### src/rtl/seq_pkg.sv
// Shared phase/fault-cause encodings and default sizing for the multicycle sequencer.
package seq_pkg;

  localparam int SEQ_STEP_WIDTH = 3;
  localparam int SEQ_MAX_STEPS  = 8;

  typedef enum logic [2:0] {
    PH_IDLE     = 3'd0,
    PH_FETCH_LO = 3'd1,
    PH_FETCH_HI = 3'd2,
    PH_EXEC     = 3'd3,
    PH_IRQ      = 3'd4,
    PH_FAULT    = 3'd7
  } phase_e;

  typedef enum logic [1:0] {
    CAUSE_NONE     = 2'd0,
    CAUSE_ILLEGAL  = 2'd1,
    CAUSE_OVERFLOW = 2'd2
  } cause_e;

endpackage

### src/rtl/seq_step_counter.sv
// Execute/IRQ step counter: clear beats hold, hold beats increment; tc flags step==MAX_STEPS-1.
module seq_step_counter
  import seq_pkg::*;
#(
  parameter int STEP_WIDTH = SEQ_STEP_WIDTH,
  parameter int MAX_STEPS  = SEQ_MAX_STEPS
) (
  input  logic                  clk,
  input  logic                  reset,
  input  logic                  clr,
  input  logic                  hold,
  input  logic                  inc,
  output logic [STEP_WIDTH-1:0] count,
  output logic                  tc
);

  localparam logic [STEP_WIDTH-1:0] LAST = STEP_WIDTH'(MAX_STEPS - 1);

  logic [STEP_WIDTH-1:0] count_q, count_d;

  always_comb begin
    count_d = count_q;
    if (clr) begin
      count_d = '0;
    end else if (inc && !hold) begin
      count_d = count_q + STEP_WIDTH'(1);
    end
  end

  always_ff @(posedge clk or posedge reset) begin
    if (reset) begin
      count_q <= '0;
    end else begin
      count_q <= count_d;
    end
  end

  assign count = count_q;
  assign tc    = (count_q == LAST);

endmodule

### src/rtl/multicycle_sequencer.sv
// Instruction sequencer: FETCH_LO -> FETCH_HI -> EXEC steps, with illegal/overflow trap.
// Optional interrupt-entry phase enabled by defining SEQ_IRQ_EN.
module multicycle_sequencer
  import seq_pkg::*;
#(
  parameter int STEP_WIDTH = SEQ_STEP_WIDTH,
  parameter int MAX_STEPS  = SEQ_MAX_STEPS
`ifdef SEQ_IRQ_EN
  ,
  parameter int IRQ_STEPS  = 2
`endif
) (
  input  logic                  clk,
  input  logic                  reset,
`ifdef SEQ_IRQ_EN
  input  logic                  irq,
  output logic                  irqAck,
`endif
  input  logic                  run,
  input  logic                  memReq,
  input  logic                  memReady,
  input  logic                  lastStep,
  input  logic                  illegal,
  output logic                  fetchReq,
  output logic                  instrLowWriteEn,
  output logic                  instrHighWriteEn,
  output logic [2:0]            phase,
  output logic [STEP_WIDTH-1:0] step,
  output logic                  stall,
  output logic                  instrDone,
  output logic                  fault,
  output logic [1:0]            faultCause
);

`ifdef SEQ_IRQ_EN
  localparam logic [STEP_WIDTH-1:0] IRQ_LAST = STEP_WIDTH'(IRQ_STEPS - 1);
`endif

  phase_e state_q, state_d;
  cause_e cause_q, cause_d;

  logic                  step_clr, step_hold, step_inc, step_tc;
  logic [STEP_WIDTH-1:0] step_cnt;

  seq_step_counter #(
    .STEP_WIDTH(STEP_WIDTH),
    .MAX_STEPS (MAX_STEPS)
  ) u_step (
    .clk  (clk),
    .reset(reset),
    .clr  (step_clr),
    .hold (step_hold),
    .inc  (step_inc),
    .count(step_cnt),
    .tc   (step_tc)
  );

  // Memory handshake: a request (fetch phases, or memReq in EXEC/IRQ) completes only in a
  // cycle where memReady=1; until then the phase and step hold and stall=1. memReady with
  // no request outstanding is ignored.
  always_comb begin
    state_d          = state_q;
    cause_d          = cause_q;
    step_clr         = 1'b0;
    step_hold        = 1'b0;
    step_inc         = 1'b0;
    fetchReq         = 1'b0;
    instrLowWriteEn  = 1'b0;
    instrHighWriteEn = 1'b0;
    stall            = 1'b0;
    instrDone        = 1'b0;
`ifdef SEQ_IRQ_EN
    irqAck           = 1'b0;
`endif
    case (state_q)
      PH_IDLE: begin
        step_clr = 1'b1;
        if (run) state_d = PH_FETCH_LO;
      end
      PH_FETCH_LO: begin
        fetchReq = 1'b1;
        step_clr = 1'b1;
        if (memReady) begin
          instrLowWriteEn = 1'b1;
          state_d         = PH_FETCH_HI;
        end else begin
          stall = 1'b1;
        end
      end
      PH_FETCH_HI: begin
        fetchReq = 1'b1;
        step_clr = 1'b1;
        if (memReady) begin
          instrHighWriteEn = 1'b1;
          state_d          = PH_EXEC;
        end else begin
          stall = 1'b1;
        end
      end
      PH_EXEC: begin
        if ((step_cnt == '0) && illegal) begin
          state_d   = PH_FAULT;
          cause_d   = CAUSE_ILLEGAL;
          step_hold = 1'b1;
        end else if (memReq && !memReady) begin
          stall     = 1'b1;
          step_hold = 1'b1;
        end else if (lastStep) begin
          instrDone = 1'b1;
          step_clr  = 1'b1;
`ifdef SEQ_IRQ_EN
          if (irq) state_d = PH_IRQ;
          else
`endif
          if (run) state_d = PH_FETCH_LO;
          else     state_d = PH_IDLE;
        end else if (step_tc) begin
          // Trap before the counter could wrap; step stays at the limit for debug.
          state_d   = PH_FAULT;
          cause_d   = CAUSE_OVERFLOW;
          step_hold = 1'b1;
        end else begin
          step_inc = 1'b1;
        end
      end
`ifdef SEQ_IRQ_EN
      PH_IRQ: begin
        if (memReq && !memReady) begin
          stall     = 1'b1;
          step_hold = 1'b1;
        end else if (step_cnt == IRQ_LAST) begin
          irqAck   = 1'b1;
          step_clr = 1'b1;
          state_d  = PH_FETCH_LO;
        end else begin
          step_inc = 1'b1;
        end
      end
`endif
      PH_FAULT: begin
        step_hold = 1'b1;
      end
      default: begin
        state_d  = PH_IDLE;
        step_clr = 1'b1;
      end
    endcase
  end

  always_ff @(posedge clk or posedge reset) begin
    if (reset) begin
      state_q <= PH_IDLE;
      cause_q <= CAUSE_NONE;
    end else begin
      state_q <= state_d;
      cause_q <= cause_d;
    end
  end

  assign phase      = state_q;
  assign step       = step_cnt;
  assign fault      = (state_q == PH_FAULT);
  assign faultCause = cause_q;

endmodule

### config.mk
export PLATFORM = sky130hd
export DESIGN_NAME = multicycle_sequencer
export DESIGN_NICKNAME = d
export VERILOG_FILES = /design/src/rtl/seq_pkg.sv /design/src/rtl/seq_step_counter.sv /design/src/rtl/multicycle_sequencer.sv
export SDC_FILE = /design/constraint.sdc
export NUM_CORES = 1
export LEC_CHECK = 0
export CAP_MARGIN = 20
export CORE_AREA = 5 5 43 45
export DETAILED_ROUTE_END_ITERATION = 7
export DIE_AREA = 0 0 48 50
export GPL_TIMING_DRIVEN = 0
export PLACE_DENSITY = 0.85
export SKIP_LAST_GASP = 1
export SLEW_MARGIN = 20
export SYNTH_ARGS = -nofsm -noshare
export SYNTH_HDL_FRONTEND = slang
export SYNTH_SLANG_ARGS = --single-unit
### constraint.sdc
create_clock -name clk -period 3.3 [get_ports clk]
set_input_delay 0.66 -clock clk [delete_from_list [all_inputs] [get_ports clk]]
set_output_delay 0.66 -clock clk [all_outputs]
set_load 0.005 [all_outputs]
==> impl_metrics.toml, run 1 <==
[timing]
worst_pin_slew_ps = 322
hold_violation_count_in_the_final_report = 0
max_slew_margin_pct = 78.5
setup_total_negative_slack_ps = 0
max_freq_ghz = 0.350
final_setup_vio_count = 0
grt_setup_unrepaired = "false"
slew_viol_final = 0
layout_worst_path_cycle_share_pct = 86.7
hold_slack_ps = 512
worst_clock_skew_ps = 5.18
layout_min_cycle_time_ps = 2860

[finish]
fillCellCount = 133
area.sequential_um2 = 200
diodes_inserted = 0
multi_input_area_um2 = 368
proportion_of_layout_cells_with_a_drive_suffix_above_1_pct = 18.6
num-nets-final = 98
layout-area-overhead-vs-synth_pct = 39.1
final_area_um2 = 863

[worst_setup_path]
cp_data_required_time_ps = 2640
rr_endpoint = "u_step.count[1]"
crit_path_end_kind = "primary output"
timing.critical_path.depth = 5
cp-startpoint = "memReady"
delay_of_the_slowest_critical_path_stage_ps = 590
cpLargestDelayFamily = "buffers and inverters"
r2r-start = "u_step.count[0]"
worst-endpoint-arrival_ps = 2200
critical_path_cell_sequence = "clkdlybuf4s50_1, nand2b_2, nand4_1, nor2_1, clkdlybuf4s50_1"
rrSetupSlack_ps = 1830
cpMostUsedCell = "sky130_fd_sc_hd__clkdlybuf4s50_1"
crit_slowest_cell = "sky130_fd_sc_hd__clkdlybuf4s50_1"
critPathKind = "in -> out"
crit_end = "instrDone"
timing.critical_path.buf_inv = 2
ff2ff_path_depth = 5
critical_path_peak_fanout = 7
crit_path_start_kind = "input port"

[min_path]
class_of_the_most_critical_hold_timing_path = "reg -> reg"

[synth]
number_of_distinct_standard_cells_referenced_by_the_synthesized_netlist = 34
synth_async_sr_flop_share_pct = 100
postSynthRegisterBits = 8
syn_inst = 63
synthDominantCellAreaShare_pct = 32.3
cell_types_with_the_largest_area_share_after_synthesis = "sky130_fd_sc_hd__dfrtp_1 (32%), sky130_fd_sc_hd__ha_1 (6.0%), sky130_fd_sc_hd__buf_6 (3.6%)"
synth_area_per_cell_um2 = 9.85
simple_gate_share_of_the_synthesized_area_pct = 33.9
synth_sequential_area_ratio_pct = 32.3
synth_warnings = 0
syn_area_um2 = 621
postSynthNetCount = 73
synth_compound_gate_area_share_pct = 17.9
synthXorXnorAreaFrac_pct = 1.41
synth-main-ff-cell = "sky130_fd_sc_hd__dfrtp_1"
synth_mux_area_share_pct = 0
netlist.top_cell.by_area = "sky130_fd_sc_hd__dfrtp_1"
synth-edff-count = 0
synth_top_family_by_area = "simple AND/OR/NAND/NOR gates"
synth-adder-area-share_pct = 6.05

[clock_tree]
path_clk_slew_ps = 50
htree_num_levels = 1
cts_buffer_depth = 2
cts_buffers = 3
numClockSinks = 8
postCtsSetupBuffers = 0
cts_tree = "done"
root_buffer = "sky130_fd_sc_hd__clkbuf_4"
post_cts_sizing = 0
clkLatencyLatePin_ps = 260
post_cts_hold_buffer_count = 0

[global_routing]
global_route_wire_length_before_repair_mm = 2.57
grt-ovfl-total = 0
grt_pass1_vias = 603
largest_net_degree_at_the_start_of_global_routing = 11
grt_antenna_before_repair = 0
grt.total_usage_pct = 14.8

[floorplan]
placeableCoreArea_um2 = 1440
start_util_pct = 43.2
dieArea_um2 = 2400
rows = 14
io-pin-count = 21
dieWidth_um = 48
die_height_um = 50

[place]
place_hpwl_mm = 1.09
io_buffer_count = 20
dpl_cell_area_um2 = 841
replace_congestion = 0.756

[pwr]
intPower_uw = 340
power.net_switching_uw = 201
power_leakage_uw = 0.000357
switching_share_of_power_pct = 37.1
share_seq_of_total_power_pct = 24.4
clock_power_share_pct = 14.5
power_density_nw_per_um2 = 627
comb_power_share_pct = 61.0
vdd_ir_drop_max_mv = 0.343

[drt]
vias_per_cell = 5.64
routedWlPerCell_um = 13.8
met2_length_um = 679
met3WireLength_um = 88
drcViolationCount = 0
detailedRoute.firstPassIterationCount = 2
dr.max_layer_used = "met4"
routed_length_on_met1_um = 619
route.antenna.remaining_nets = 0
dr.first_iter.drc_count = 6
overall_via_count_from_detail_route = 575
routed_wl_mm = 1.41

[run]
drv_cap = 0

[outcome]
run_status = "complete, no violations"
[metrics by stage]
step,power (uW),cells,setup WS [ps],utilization (%)
floorplan,338,63,1580,-
global placement,461,99,461,58.5
detailed placement,467,99,440,58.5
CTS,545,102,437,60.1
global route,588,102,351,60.1
finish,541,102,439,60.1
[synthesized netlist by cell type (2+ instances only)]
cell type and instances:
sky130_fd_sc_hd__buf_6 2, sky130_fd_sc_hd__ha_1 3, sky130_fd_sc_hd__nor3b_1 2, sky130_fd_sc_hd__o211ai_1 2
sky130_fd_sc_hd__o21a_1 2, sky130_fd_sc_hd__o22ai_1 2, sky130_fd_sc_hd__a21oi_1 2, sky130_fd_sc_hd__inv_1 5
sky130_fd_sc_hd__nand2_1 5, sky130_fd_sc_hd__and2_2 2, sky130_fd_sc_hd__nand4_1 2, sky130_fd_sc_hd__dfrtp_1 8
sky130_fd_sc_hd__nor2_1 5
[how the worst min path moves through the flow]
stage | slack [ps] | start | depth (start not counted) | to
global placement | 480 | faultCause[1] | 1 | faultCause[1]
global route | 570 | faultCause[1] | 1 | faultCause[1]
detailed placement | 510 | faultCause[1] | 1 | faultCause[1]
finish | 510 | faultCause[1] | 1 | faultCause[1]
floorplan | 480 | reset | 1 | faultCause[0]
CTS | 520 | faultCause[1] | 1 | faultCause[1]
[placed cells by master, fill, tap and decap left out, drive strengths merged]
cell            n
clkdlybuf4s50  20
dfrtp           8
nand2           6
inv             5
nor2            5
clkbuf          4
ha              3
buf             3
nand4           2
and2            2
o22ai           2
o21a            2
nor3b           2
o211ai          2
a21oi           2
nand2b          2
nor4            2
o32ai           2
and4bb          2
nand3b          1
and4            1
nor2b           1
o32a            1
and3b           1
o2bb2ai         1
nor3            1
o21ai           1
xnor2           1
a211o           1
[metal layers]
metal,up-vias,GRT usage [%]
met1,281,17.5
li1,276,-
met4,0,4.04
met2,14,23.3
met5,-,0
met3,4,6.91
[flip-flops by register name, summed over array words and instances, names as in the netlist]
signal and count:
faultCause 2, phase 3, u_step.count 3
[power groups by stage]
stage	clock [uW]	combinational, uW	sequential (uW)
floorplan	0	203	134
global placement	0	328	133
detailed placement	0	333	134
CTS	79.3	333	133
global route	87.9	364	137
finish	78.6	330	132
[logic make-up (layout without fill, tap and decap cells)]
family,Yosys count,in the layout
adders and majority gates,3,3
buffers and inverters,9,32
DFF,8,8
and+or+nand+nor,28,28
xor gates and xnor gates,1,1
AOI/OAI and AO/OA,14,14
[area by class of cell]
cell class              count  share of cell area (%)
multi-input cells          46                    42.6
flip-flops and latches      8                    23.2
repair buffers             20                    23.2
plain buffers               4                    3.91
clock buffers               3                    2.61
well taps                  16                    2.32
inverters                   5                    2.17
(Power assumes the default switching activity.)
==> run 2, diff against run 1 <==
--- a/config.mk
+++ b/config.mk
@@ -16,3 +16,4 @@
 export SYNTH_ARGS = -nofsm -noshare
 export SYNTH_HDL_FRONTEND = slang
 export SYNTH_SLANG_ARGS = --single-unit
+export TNS_END_PERCENT = 30
==> results of run 2 <==
No change in the layout: final DEF, timing and power equal those of run 1.
